===== src/rtl/button_conditioner_if.sv =====
// button_conditioner_if: raw buttons in, one-hot press pulses and debounced levels out
interface button_conditioner_if;
  logic [4:0] btn_raw;
  logic       btn_left_p;
  logic       btn_right_p;
  logic       btn_up_p;
  logic       btn_down_p;
  logic       btn_mid_p;
  logic [4:0] btn_level;
  modport master (
    input  btn_raw,
    output btn_left_p, btn_right_p, btn_up_p, btn_down_p, btn_mid_p, btn_level
  );
  modport slave (
    output btn_raw,
    input  btn_left_p, btn_right_p, btn_up_p, btn_down_p, btn_mid_p, btn_level
  );
endinterface


===== src/rtl/button_conditioner.sv =====
// button_conditioner: sync, debounce and one-hot press pulses for five buttons; BTN_AUTOREPEAT_EN adds up/down auto-repeat
module button_conditioner #(
  parameter int DEBOUNCE_CYCLES = 1000000,
  parameter int REPEAT_DELAY    = 50000000,
  parameter int REPEAT_PERIOD   = 10000000
) (
  input logic clk,
  input logic rst,
  button_conditioner_if.master bus
);
  localparam int CW = $clog2(DEBOUNCE_CYCLES);
  localparam logic [CW-1:0] CMAX = CW'(DEBOUNCE_CYCLES - 1);
  logic [4:0] sync1, sync2, level, acc, press, cand, sel, pulse;
  logic [CW-1:0] cnt [5];
  always_comb begin
    acc = '0;
    for (int k = 0; k < 5; k++) acc[k] = (sync2[k] != level[k]) && (cnt[k] == CMAX);
  end
  assign press = acc & sync2;
  // bit order doubles as priority: mid(4) > left(3) > right(2) > up(1) > down(0)
  assign sel = cand[4] ? 5'b10000 :
               cand[3] ? 5'b01000 :
               cand[2] ? 5'b00100 :
               cand[1] ? 5'b00010 :
               {4'b0, cand[0]};
  always_ff @(posedge clk or posedge rst) begin
    if (rst) begin
      sync1 <= '0;
      sync2 <= '0;
      level <= '0;
      pulse <= '0;
      for (int k = 0; k < 5; k++) cnt[k] <= '0;
    end else begin
      sync1 <= bus.btn_raw;
      sync2 <= sync1;
      level <= level ^ acc;
      pulse <= sel;
      for (int k = 0; k < 5; k++) cnt[k] <= (sync2[k] == level[k] || acc[k]) ? '0 : cnt[k] + 1'b1;
    end
  end
`ifdef BTN_AUTOREPEAT_EN
  localparam int RW = $clog2(REPEAT_DELAY);
  localparam logic [RW-1:0] RLAST   = RW'(REPEAT_DELAY - 1);
  localparam logic [RW-1:0] RRELOAD = RW'(REPEAT_DELAY - REPEAT_PERIOD);
  logic [RW-1:0] rcnt [2];
  logic [1:0] rfire;
  // reloading to DELAY-PERIOD reuses one compare for both the first and later repeats
  always_comb begin
    rfire = '0;
    for (int k = 0; k < 2; k++) rfire[k] = level[k] && !acc[k] && (rcnt[k] == RLAST);
  end
  assign cand = press | {3'b0, rfire[1], rfire[0] & ~level[1]};
  always_ff @(posedge clk or posedge rst) begin
    if (rst) for (int k = 0; k < 2; k++) rcnt[k] <= '0;
    else for (int k = 0; k < 2; k++) rcnt[k] <= !level[k] ? '0 : rfire[k] ? RRELOAD : rcnt[k] + 1'b1;
  end
`else
  logic unused_rpt;
  assign unused_rpt = ^{REPEAT_DELAY, REPEAT_PERIOD};
  assign cand = press;
`endif
  assign bus.btn_mid_p   = pulse[4];
  assign bus.btn_left_p  = pulse[3];
  assign bus.btn_right_p = pulse[2];
  assign bus.btn_up_p    = pulse[1];
  assign bus.btn_down_p  = pulse[0];
  assign bus.btn_level   = level;
endmodule


===== src/flat_wrapper.sv =====
// flat-port wrapper written by rule: the top's interface ports become plain ports
module button_conditioner_flat 
#(
  parameter int DEBOUNCE_CYCLES = 1000000,
  parameter int REPEAT_DELAY    = 50000000,
  parameter int REPEAT_PERIOD   = 10000000
)
  (clk, rst, bus_btn_raw, bus_btn_left_p, bus_btn_right_p, bus_btn_up_p, bus_btn_down_p, bus_btn_mid_p, bus_btn_level);
  button_conditioner_if bus_i ();
  input logic clk;
  input logic rst;
  input wire logic [$bits(bus_i.btn_raw)-1:0] bus_btn_raw;
  output wire logic [$bits(bus_i.btn_left_p)-1:0] bus_btn_left_p;
  output wire logic [$bits(bus_i.btn_right_p)-1:0] bus_btn_right_p;
  output wire logic [$bits(bus_i.btn_up_p)-1:0] bus_btn_up_p;
  output wire logic [$bits(bus_i.btn_down_p)-1:0] bus_btn_down_p;
  output wire logic [$bits(bus_i.btn_mid_p)-1:0] bus_btn_mid_p;
  output wire logic [$bits(bus_i.btn_level)-1:0] bus_btn_level;
  assign bus_i.btn_raw = bus_btn_raw;
  assign bus_btn_left_p = bus_i.btn_left_p;
  assign bus_btn_right_p = bus_i.btn_right_p;
  assign bus_btn_up_p = bus_i.btn_up_p;
  assign bus_btn_down_p = bus_i.btn_down_p;
  assign bus_btn_mid_p = bus_i.btn_mid_p;
  assign bus_btn_level = bus_i.btn_level;
  button_conditioner #(.DEBOUNCE_CYCLES(DEBOUNCE_CYCLES), .REPEAT_DELAY(REPEAT_DELAY), .REPEAT_PERIOD(REPEAT_PERIOD)) u_core (.clk(clk), .rst(rst), .bus(bus_i));
endmodule

===== config.mk =====
export PLATFORM = sky130hd
export DESIGN_NAME = button_conditioner_flat
export DESIGN_NICKNAME = d
export VERILOG_FILES = /design/src/rtl/button_conditioner_if.sv /design/src/rtl/button_conditioner.sv /design/src/flat_wrapper.sv
export SDC_FILE = /design/constraint.sdc
export NUM_CORES = 1
export LEC_CHECK = 0
export BUFFER_PORTS_ARGS = -buffer_cell sky130_fd_sc_hd__buf_2
export CAP_MARGIN = 10
export CELL_PAD_IN_SITES_DETAIL_PLACEMENT = 1
export CELL_PAD_IN_SITES_GLOBAL_PLACEMENT = 1
export CORE_MARGIN = 5
export CORE_UTILIZATION = 44
export CTS_CLUSTER_DIAMETER = 30
export DETAILED_ROUTE_END_ITERATION = 10
export PLACE_DENSITY = 0.86
export SLEW_MARGIN = 0
export SYNTH_ARGS = -nofsm -noshare
export SYNTH_HDL_FRONTEND = slang
export SYNTH_SLANG_ARGS = --single-unit

===== constraint.sdc =====
create_clock -name clk -period 3.2 [get_ports clk]
set_clock_uncertainty 0.2 [all_clocks]
set_input_delay 0.16 -clock clk [delete_from_list [all_inputs] [get_ports clk]]
set_output_delay 0.16 -clock clk [all_outputs]
set_load 0.01 [all_outputs]

# --- Yosys cells after proc, flatten, opt, wreduce, memory -nomap -nowiden ---
# Index checks and enable logic that the tools add are counted.
word_totals:
  out_inout_bits: 10
  mem_bits_ro: 0
  elab_cells: 50
  n_memories: 0
  latch_bits: 0
  register_bits: 120
  ram_bits: 0
classes:
  muxes: 9
  bitwise_logic: 2
  reduce_logical: 10
  div_mod_pow: 0
  magnitude_cmp: 0
  multipliers: 0
  add_sub_neg: 5
  shift: 0
  n_eq_ne: 15
op_table:
  columns: ["op", "n"]
  rows:
  - ["adder 20 x 1 -> 20 bit (second input constant)", 5]
  - ["equality test 20 bit (second input constant)", 5]
  - ["two-way mux 20 bit", 5]
  - ["two-way mux 5 bit", 3]
  - ["AND 5 bit", 1]
  - ["equality test 1 bit", 5]
  - ["logical AND 1 bit", 5]
  - ["logical OR 1 bit", 5]
  - ["inequality test 1 bit", 5]
  - ["XOR 5 bit", 1]
  - ["two-way mux 2 bit", 1]

# --- Depth between registers and ports, before layout ---
# Gate-level depths: netlist of run 1.
depth:
  ltp_word: 7
  depth_mapped: 7
  depth_no_buf: 5

# --- Worst setup path before layout of run 1 ---
# Ideal clock, no wire load.
synth_timing:
  path_type: "reg2reg"
  startpoint: "reg u_core.cnt[60] (netlist name)"
  endpoint: "reg u_core.pulse[0]"
  arrival_ns: 1.905
  stages_incl_launch_ff: 6
  path_buffers: 0
  path_slack_ns: 0.952
  setup_time_ns: 0.143
  synth_period_minus_slack_ns: 2.248
  cell_sequence: "dfrtp_1 -> ha_1 -> nand3_1 -> or4_4 -> or4_4 -> nor4b_1"
synth_between:
  elab_chain_cells: 7
synth_lines:
  columns: ["item", "line_no", "rtl"]
  rows:
  - ["start, declared", "button_conditioner.sv:14", "logic [CW-1:0] cnt [5];"]
  - ["equality test 20 bit", "button_conditioner.sv:17", "for (int k = 0; k < 5; k++) acc[k] = (sync2[k] != level[k]) && (cnt[k] == CMAX);"]
  - ["logical AND 1 bit", "button_conditioner.sv:17", null]
  - ["AND 5 bit", "button_conditioner.sv:19", "assign press = acc & sync2;"]
  - ["two-way mux 2 bit", "button_conditioner.sv:24", "cand[1] ? 5'b00010 :"]
  - ["two-way mux 5 bit", "button_conditioner.sv:23", "cand[2] ? 5'b00100 :"]
  - ["two-way mux 5 bit", "button_conditioner.sv:22", "cand[3] ? 5'b01000 :"]
  - ["two-way mux 5 bit", "button_conditioner.sv:21", "assign sel = cand[4] ? 5'b10000 :"]
  - ["net u_core.sel[0]", "button_conditioner.sv:13", "logic [4:0] sync1, sync2, level, acc, press, cand, sel, pulse;"]
  - ["end signal, assigned", "button_conditioner.sv:37", "pulse <= sel;"]
  - ["end, declared", "button_conditioner.sv:13", null]
# The timed path passes the listed nets, and every way through them passes these cells.

# --- Final worst setup path of run 1 ---
layout_timing:
  startpoint: "reg u_core.cnt[0] (netlist name)"
  endpoint: "reg u_core.cnt[3] (netlist name)"
layout_between:
  elab_chain_cells: 4
  elab_cells_between_ends: 5
layout_lines:
  columns: ["item", "line_no", "rtl"]
  rows:
  - ["parallel branches: the longest is 3 deep, another holds adder 20 x 1 -> 20 bit", null, null]
  - ["two-way mux 20 bit *", "button_conditioner.sv:38", "for (int k = 0; k < 5; k++) cnt[k] <= (sync2[k] == level[k] || acc[k]) ? '0 : cnt[k] + 1'b1;"]
# Mark *: on every way between the ends.

==> run_results.csv, run 1 <==
group,metric,value,unit
worst_setup_path,startpoint,"u_core.cnt[0]",
synth,yosysTopAreaCellShare,0.525,
sta,tightestPinTransition,0.851,ns
sta,slew_headroom,0.430,
route,drcViolationCount,0,
worst_setup_path,cp-start-kind,"flop",
synth,postSynthAreaPerCell,10.0,um2
cts,ctsHtreeMaxLevel,4,
worst_setup_path,reg2reg_to,"u_core.cnt[3]",
min_path,worstHoldStart,"u_core.sync1[3]",
worst_setup_path,setup.worst_path.end,"u_core.cnt[3]",
cts,clock_path_buffers,2,
route,drt_pass1_iterations,5,
worst_setup_path,rr_worst_depth,5,
worst_setup_path,crit_path_top_delay_cell,"o2bb2ai_2",
floorplan,die_x,124,um
worst_setup_path,crit_required,3.25,ns
sta,fin_tns_setup,0,ns
grt,grt_usage,0.208,
cts,cts.sinks,120,
status,outcome,"finished clean",
floorplan,initial_core_util,0.451,
sta,finalMaxSlewViolations,0,
worst_setup_path,arrival,2.67,ns
place,hpwl,9220,um
route,wl,14300,um
floorplan,die_y,124,um
cells_and_area,stdcell_count,788,
sta,finalSetupViolations,0,
cells_and_area,n_fill_cell,1420,
synth,synth.largest_area_cell,"dfrtp_1",
place,io_buffer_count,16,
pwr,p_leak,2.75,nW
grt,grt_antenna_before_repair,0,
cts,path_clk_slew,0.05,ns
sta,hold_violations,0,
cts,cts_tree,"yes",
synth,ys_types,35,
sta,post-route-min-period,2.62,ns
route,via_count,4546,
worst_setup_path,max_stage_delay,0.72,ns
sta,rsz0062_at_grt,"no",
route,wire_per_inst,18.1,um
worst_setup_path,rrSetupSlack,0.58,ns
synth,yosys_register_bits,120,
synth,synth_nets,584,
cells_and_area,antennaDiodeCount,0,
sta,period_share,0.819,
cts,clk_latency,0.42,ns
floorplan,rows,41,
flow_run,maxCapViolCount,0,
grt,gr-total-overflow,0,
cts,clockRootBuffer,"clkbuf_16",
grt,grt_pass1_wl,24700,um
floorplan,core,0.0127,mm2
synth,seq_area_frac_synth,0.525,
route,drtIter0Drc,211,
sta,max_freq,382,MHz
route,postRouteAntennaNets,0,
cts,postCtsSetupBuffers,0,
place,post_dp_cell_area,0.00600,mm2
worst_setup_path,r2r-start,"u_core.cnt[0]",
grt,grt_pass1_vias,4951,
worst_setup_path,critPathMaxFanout,19,
sta,whs,0.155,ns
synth,synthCells,572,
pwr,ir_worst_vdd,0.000391,V
min_path,holdCritPathClass,"reg2reg",
route,viasPerCell,5.77,
cells_and_area,nNetsFinal,615,
synth,synth_warnings,0,
cells_and_area,layout-drive-gt1-share,0.102,
floorplan,ios,17,
worst_setup_path,cp_cell_sequence,"ha_1 -> nand2_1 -> or4_1 -> o2bb2ai_2 -> nor2_1",
worst_setup_path,endpoint_kind,"flop",
grt,grt_max_degree,90,
worst_setup_path,crit_type,"reg2reg",
floorplan,die_area,0.0154,mm2
synth,synth.cell_area,0.00572,mm2
pwr,power_density,572,mW/mm2
place,place_inst,750,
cts,numCtsBuffers,17,
place,place.gp.congestion,0.849,
cells_and_area,design_area,0.00673,mm2
synth,synth.top_cells.by_area,"dfrtp_1, xnor2_1, nor2_1",
cells_and_area,area_growth,17.7,%
cells_and_area,fin_util,0.531,
## state kept, by name (all words and copies together) (netlist names), named ones only
register      count
u_core.cnt      100
u_core.pulse      5
u_core.sync1      5
u_core.sync2      5
## worst max-delay path, delay by kind of cell, from the launching register on
family / cells / cell delay, ns
flip-flops: 1 / 0.40
AND/OR/NAND/NOR: 3 / 0.88
adder cells (fa/ha/maj): 1 / 0.25
AO/OA/AOI/OAI: 1 / 0.72
## per-layer routing
layer / share of wire / vias to the layer above / global-route usage
li1: - / 2115 / -
met1: 0.42 / 2336 / 0.240
met2: 0.53 / 65 / 0.371
met3: 0.026 / 30 / 0.0568
met4: 0.020 / 0 / 0.0698
met5: 0 / - / 0
## through the flow
stage,power [mW],worst slack (ns)
after detailed placement,1.68,0.619
after floorplan,1.65,0.952
after global routing,3.99,0.347
final,3.85,0.581
after global placement,1.68,0.759
after CTS,3.89,0.580
## power breakdown
group          leakage (nW)  switching, mW  total (mW)  internal (mW)
Combinational         0.785         0.0680      0.0996         0.0315
Clock                 0.328          0.671        2.19           1.52
Sequential             1.64         0.0210        1.56           1.54
Total                  2.75          0.760        3.85           3.09
## repair_timing
item	CTS	global route
resized for setup	0	0
hold buffers	6	0
endpoints found under the hold margin	36	0
## cells by family after synthesis
| logic type | synth area share |
|---|---|
| AO/OA/AOI/OAI | 0.0751 |
| AND/OR/NAND/NOR | 0.263 |
| multiplexers | 0.00788 |
| buffers and inverters | 0.0225 |
| flip-flops | 0.525 |
| XOR/XNOR | 0.0950 |
| adder cells (fa/ha/maj) | 0.0109 |
## cells in the mapped netlist
library cell / count
nand3_1: 33
o32ai_1: 1
a21oi_1: 33
nand4bb_1: 2
dfrtp_1: 120
clkbuf_1: 7
or2_2: 2
ha_1: 5
o31ai_1: 14
and4_1: 10
nor3_2: 1
nand4b_1: 1
nor3_1: 10
nand2_1: 31
inv_1: 18
nor2_1: 75
nand4_1: 24
o2bb2ai_2: 1
nor4b_1: 6
o21ai_2: 2
nand2b_1: 4
xnor2_1: 36
xor2_1: 26
or4_1: 23
and3_1: 12
nand3b_1: 3
o21ai_0: 20
nor4_1: 11
and2_1: 9
or4_4: 2
a31o_2: 2
mux2_2: 4
or3_1: 16
buf_2: 7
nor2b_1: 1
## final cells by class
class | count | area, um2 | share of cell area
Inverter | 18 | 71.3 | 0.0106
Tap cell | 172 | 215 | 0.0320
Clock inverter | 8 | 190 | 0.0283
Clock buffer | 24 | 482 | 0.0716
Multi-Input combinational cell | 420 | 2590 | 0.384
Sequential cell | 120 | 3000 | 0.446
Timing Repair Buffer | 26 | 183 | 0.0271
## placed cells by master, fill, tap and decap left out, types with 3 or more instances in the layout
cell,synthesis,final
a21oi_1,33,33
and2_1,9,9
and3_1,12,12
and4_1,10,10
buf_2,7,16
buf_4,0,3
bufinv_16,0,6
clkbuf_1,7,4
clkbuf_16,0,17
clkbuf_8,0,3
dfrtp_1,120,120
dlygate4sd3_1,0,6
ha_1,5,5
inv_1,18,17
mux2_2,4,4
nand2_1,31,31
nand2b_1,4,4
nand3_1,33,33
nand3b_1,3,3
nand4_1,24,24
nor2_1,75,75
nor3_1,10,10
nor4_1,11,11
nor4b_1,6,6
o21ai_0,20,19
o31ai_1,14,14
or3_1,16,16
or4_1,23,23
xnor2_1,36,36
xor2_1,26,26
## how the worst min path moves through the flow
stage | endpoint | slack, ns | cells past startpoint
final | u_core.sync2[3] | 0.15 | 0
after global routing | u_core.sync2[0] | 0.17 | 0
after CTS | u_core.sync2[0] | 0.15 | 0
after detailed placement | u_core.sync1[3] | 0.07 | 1
after global placement | u_core.sync1[0] | 0.07 | 1
after floorplan | u_core.sync1[0] | -0.009 | 0
Power figures use the tool's default switching activity.
==> run 2, diff against run 1 <==
clock period = 2.4 ns   (was 3.2 ns; I/O delays follow)
==> run 2 against run 1 <==
Effect of this change: power increased by 28%; flip-flop and latch count unchanged; maximum frequency increased by 11%; largest cell class unchanged; critical endpoint is now u_core.pulse[0]; sequential power increased by 33%; global-route usage increased by 0.70 points; register-to-register slack got worse by 0.54 ns; wire length increased by 4.7%; clock power increased by 24%.
==> run_results.csv, run 2 (synthesis gave the netlist of run 1 again) <==
group,metric,value,unit
cts,postCtsSetupBuffers,0,
cells_and_area,nNetsFinal,627,
place,place.gp.congestion,0.837,
grt,grt_max_degree,121,
pwr,power_density,724,mW/mm2
worst_setup_path,cp-start-kind,"flop",
sta,tightestPinTransition,0.643,ns
floorplan,die_y,124,um
route,wl,15000,um
sta,finalSetupViolations,0,
route,routed.top_layer,"met4",
worst_setup_path,endpoint_kind,"flop",
floorplan,initial_core_util,0.451,
grt,gr-total-overflow,0,
route,met2_length,8060,um
cells_and_area,antennaDiodeCount,0,
grt,grt_pass1_wl,25800,um
route,drcViolationCount,0,
sta,max_freq,424,MHz
cts,cts_tree,"yes",
route,viasPerCell,5.79,
min_path,holdCritPathClass,"in2reg",
sta,fin_tns_setup,0,ns
pwr,clock_power_share,0.548,
status,outcome,"finished clean",
cells_and_area,top_register,"u_core.cnt",
grt,grt_usage,0.215,
sta,post-route-min-period,2.36,ns
worst_setup_path,crit_top_cell,"or4_4",
pwr,p_leak,2.78,nW
worst_setup_path,max_stage_delay,0.52,ns
cts,clockRootBuffer,"clkbuf_16",
grt,grt_antenna_before_repair,0,
route,drtIter0Drc,183,
route,wire_per_inst,18.7,um
pwr,ir_worst_vdd,0.000464,V
cts,cts.sinks,120,
pwr,p_int,3.84,mW
worst_setup_path,crit_type,"reg2reg",
route,route.met3.wl,369,um
worst_setup_path,critPathMaxFanout,4,
cells_and_area,final_cell_mix,"dfrtp_1, nor2_1, xnor2_1, nand3_1, a21oi_1",
sta,slew_headroom,0.567,
cells_and_area,layout_commonest_cell,"dfrtp_1",
worst_setup_path,crit_path_top_delay_cell,"or4_1",
route,drt_pass1_iterations,4,
place,io_buffer_count,16,
worst_setup_path,arrival,2.44,ns
pwr,power.total,4.94,mW
cts,clk_latency,0.42,ns
pwr,seqPwrFrac,0.422,
route,met1_length,6290,um
cells_and_area,layout-drive-gt1-share,0.137,
cts,ctsHtreeMaxLevel,4,
pwr,power_switching,1.10,mW
pwr,sw_frac_of_total,0.222,
pwr,p_comb_frac,0.030,
floorplan,rows,41,
floorplan,core,0.0127,mm2
cts,numCtsBuffers,17,
cells_and_area,largest_reg_flops,100,
route,postRouteAntennaNets,0,
sta,rsz0062_at_grt,"no",
sta,finalMaxSlewViolations,0,
cts,path_clk_slew,0.06,ns
floorplan,die_x,124,um
cells_and_area,area_growth,19.4,%
flow_run,maxCapViolCount,0,
grt,grt_pass1_vias,5185,
worst_setup_path,cp_cell_sequence,"or4_1 -> or4_4 -> or4_4 -> nor4b_1",
place,hpwl,9190,um
sta,hold_violations,0,
worst_setup_path,crit_required,2.48,ns
cts,clock_path_buffers,2,
sta,period_share,0.982,
floorplan,ios,17,
route,via_count,4633,
floorplan,die_area,0.0154,mm2
## run 2: timing repair
| item | in CTS | in global routing |
|---|---|---|
| hold endpoints to repair | 125 | 0 |
| resized for setup | 0 | 8 |
| hold buffers | 6 | 0 |
| endpoints found under the setup margin | 0 | 41 |
## run 2: area by class of cell
class | instances | area (um2)
Clock buffer | 17 | 425
Clock inverter | 15 | 201
Fill cell | 1402 | 5840
Inverter | 18 | 71.3
Multi-Input combinational cell | 420 | 2630
Sequential cell | 120 | 3000
Tap cell | 172 | 215
Timing Repair Buffer | 38 | 285
## run 2: power by group through the flow
| stage | registers, mW | clock network [mW] | logic [mW] |
|---|---|---|---|
| CTS | 2.08 | 2.74 | 0.152 |
| floorplan | 2.11 | 0 | 0.0907 |
| detailed placement | 2.12 | 0 | 0.139 |
| finish | 2.08 | 2.71 | 0.150 |
| global route | 2.09 | 2.85 | 0.172 |
| global placement | 2.11 | 0 | 0.131 |
## run 2: critical path: cells and delay by family (launching register included)
family | cells | cell delay, ns
simple gates | 4 | 1.59
flops | 1 | 0.43
## run 2: per-stage QoR
stage | utilization | hold WS [ns] | setup WS (ns) | cells | area, um2
floorplan | - | -0.0486 | 0.152 | 572 | 5720
global placement | 0.481 | 0.0295 | 0.131 | 762 | 6100
detailed placement | 0.481 | 0.0314 | 0.0620 | 762 | 6100
CTS | 0.536 | 0.130 | 0.00179 | 800 | 6790
global route | 0.539 | 0.147 | 0.0138 | 800 | 6830
finish | 0.539 | 0.139 | 0.0427 | 800 | 6830
## run 2: metal layers
metal | vias up | global-route usage
li1 | 2140 | -
met1 | 2403 | 0.252
met2 | 66 | 0.391
met3 | 24 | 0.0422
met4 | 0 | 0.0739
met5 | - | 0
## run 2: final timing paths
kind / slack [ns] / cells past startpoint / start / end
min in group asynchronous: 0.24 / 4 / rst / u_core.sync1[3]
worst min-delay path: 0.14 / 2 / bus_btn_raw[3] / u_core.sync1[3]
max in group asynchronous: 1.31 / 4 / rst / u_core.cnt[69]
worst min register to register: 0.15 / 0 / u_core.sync1[0] / u_core.sync2[0]
worst max-delay path: 0.04 / 4 / u_core.cnt[67] / u_core.pulse[0]
worst max register to register: 0.04 / 4 / u_core.cnt[67] / u_core.pulse[0]
==> run 3, diff against run 2 <==
PLACE_DENSITY = 0.83   (was 0.86)
SETUP_SLACK_MARGIN = 0.05   (was unset)
==> run 3 against run 2 <==
Effect of this change: sequential share of layout area about the same; largest power group unchanged; flip-flop and latch count unchanged; power decreased by 1.7%; die area unchanged; highest routed layer unchanged; non-clock buffer count increased by 3; wire length decreased by 6.0%; global-route usage decreased by 0.91 points; setup slack improved by 0.062 ns; via count decreased by 2.2%.
==> run_results.csv, run 3 (synthesis gave the netlist of run 1 again) <==
group,metric,value,unit
status,outcome,"finished clean",
place,io_buffer_count,16,
worst_setup_path,r2r-start,"u_core.cnt[67]",
grt,gr-total-overflow,0,
worst_setup_path,arrival,2.38,ns
cts,cts.sinks,120,
worst_setup_path,startpoint,"u_core.cnt[67]",
route,wire_per_inst,17.5,um
cells_and_area,largest_reg_flops,100,
worst_setup_path,rrSetupSlack,0.10,ns
grt,grt.busiest_layer,"met2",
cells_and_area,n_fill_cell,1430,
worst_setup_path,rr_worst_depth,4,
worst_setup_path,crit_required,2.49,ns
floorplan,die_y,124,um
cells_and_area,nNetsFinal,630,
place,post_dp_cell_area,0.00612,mm2
worst_setup_path,cp-start-kind,"flop",
min_path,worstHoldStart,"u_core.sync1[3]",
grt,grt_max_degree,40,
worst_setup_path,endpoint_kind,"flop",
floorplan,ios,17,
sta,slew_headroom,0.434,
pwr,ir_worst_vdd,0.000489,V
floorplan,rows,41,
worst_setup_path,setup.worst_path.end,"u_core.pulse[0]",
cells_and_area,area_growth,19.4,%
sta,max_freq,436,MHz
pwr,power_density,711,mW/mm2
sta,hold_violations,0,
route,via_count,4529,
cts,ctsHtreeMaxLevel,4,
floorplan,die_x,124,um
cells_and_area,top_register,"u_core.cnt",
cells_and_area,multi_input_area,0.00261,mm2
sta,finalMaxSlewViolations,0,
sta,period_share,0.956,
pwr,power.total,4.85,mW
route,viasPerCell,5.64,
cells_and_area,stdcell_count,803,
grt,grt_usage,0.206,
route,postRouteAntennaNets,0,
floorplan,initial_core_util,0.451,
sta,finalSetupViolations,0,
grt,use_met2,0.369,
grt,grt_pass1_vias,5089,
cts,cts_tree,"yes",
sta,post-route-min-period,2.30,ns
grt,met1_usage,0.235,
worst_setup_path,crit_type,"reg2reg",
route,drtIter0Drc,211,
cells_and_area,layout-drive-gt1-share,0.136,
pwr,p_leak,2.80,nW
floorplan,die_area,0.0154,mm2
cells_and_area,layout_commonest_cell,"dfrtp_1",
worst_setup_path,reg2reg_to,"u_core.pulse[0]",
cells_and_area,design_area,0.00683,mm2
grt,grt_use_met3,0.0509,
cts,postCtsSetupBuffers,0,
sta,fin_tns_setup,0,ns
route,drt_pass1_iterations,4,
place,place.gp.congestion,0.870,
sta,tightestPinTransition,0.847,ns
flow_run,maxCapViolCount,0,
cells_and_area,final_cell_mix,"dfrtp_1, nor2_1, xnor2_1, nand3_1, a21oi_1",
cts,clockRootBuffer,"clkbuf_16",
cells_and_area,ff_latch_area,0.00300,mm2
cts,path_clk_slew,0.05,ns
place,place_inst,765,
cts,numCtsBuffers,17,
cells_and_area,antennaDiodeCount,0,
floorplan,core,0.0127,mm2
grt,grt_antenna_before_repair,0,
grt,grt_pass1_wl,24500,um
route,wl,14100,um
worst_setup_path,critPathMaxFanout,4,
route,drcViolationCount,0,
cts,clock_path_buffers,2,
sta,rsz0062_at_grt,"yes",
place,hpwl,9370,um
cts,clk_latency,0.42,ns
min_path,holdCritPathClass,"reg2reg",
==> run 3: power breakdown <==
part	internal (mW)	leakage, nW	switching [mW]
logic	0.0533	0.865	0.0965
clock network	1.71	0.295	0.911
registers	2.05	1.64	0.0288
total	3.82	2.80	1.04
==> run 3: through the flow <==
| stage | hold WS (ns) | util | setup slack [ns] |
|---|---|---|---|
| after floorplan | -0.0486 | - | 0.152 |
| after global placement | 0.0319 | 0.483 | 0.120 |
| after detailed placement | 0.0300 | 0.483 | 0.0739 |
| after CTS | 0.127 | 0.537 | 0.0537 |
| after global routing | 0.146 | 0.539 | 0.0492 |
| final | 0.146 | 0.539 | 0.104 |
==> run 3: area by class of cell <==
cell class | count | area share
Sequential cell | 120 | 0.440
Multi-Input combinational cell | 420 | 0.382
Clock inverter | 11 | 0.0213
Timing Repair Buffer | 41 | 0.0456
Clock buffer | 21 | 0.0689
Tap cell | 172 | 0.0315
Inverter | 18 | 0.0104
==> run 3: worst min path at each step <==
stage                      end  slack (ns)  depth (start not counted)
4_1_cts        u_core.sync1[4]        0.13                          2
3_5_place_dp   u_core.sync1[0]        0.03                          1
6_report       u_core.sync2[3]        0.15                          0
3_3_place_gp   u_core.sync1[3]        0.03                          1
2_1_floorplan  u_core.sync1[0]       -0.05                          0
5_1_grt        u_core.sync1[1]        0.15                          2
==> run 3: critical path, cell delays in order, from the launching register on <==
cell and delay (ns):
dfrtp_1 0.41, or4_1 0.50, or4_4 0.45, or4_4 0.44
nor4b_1 0.16
==> run 3: layer usage <==
metal | routed length, um | share of wire
met2 | 7590 | 0.54
met1 | 5810 | 0.41
met3 | 349 | 0.025
met5 | 0 | 0
met4 | 304 | 0.022
==> run 3: repair_timing <==
| item | 4_1_cts | 5_1_grt |
|---|---|---|
| endpoints found under the hold margin | 39 | 0 |
| gates resized for setup | 0 | 6 |
| setup endpoints to repair | 0 | 28 |
| hold buffers | 6 | 0 |
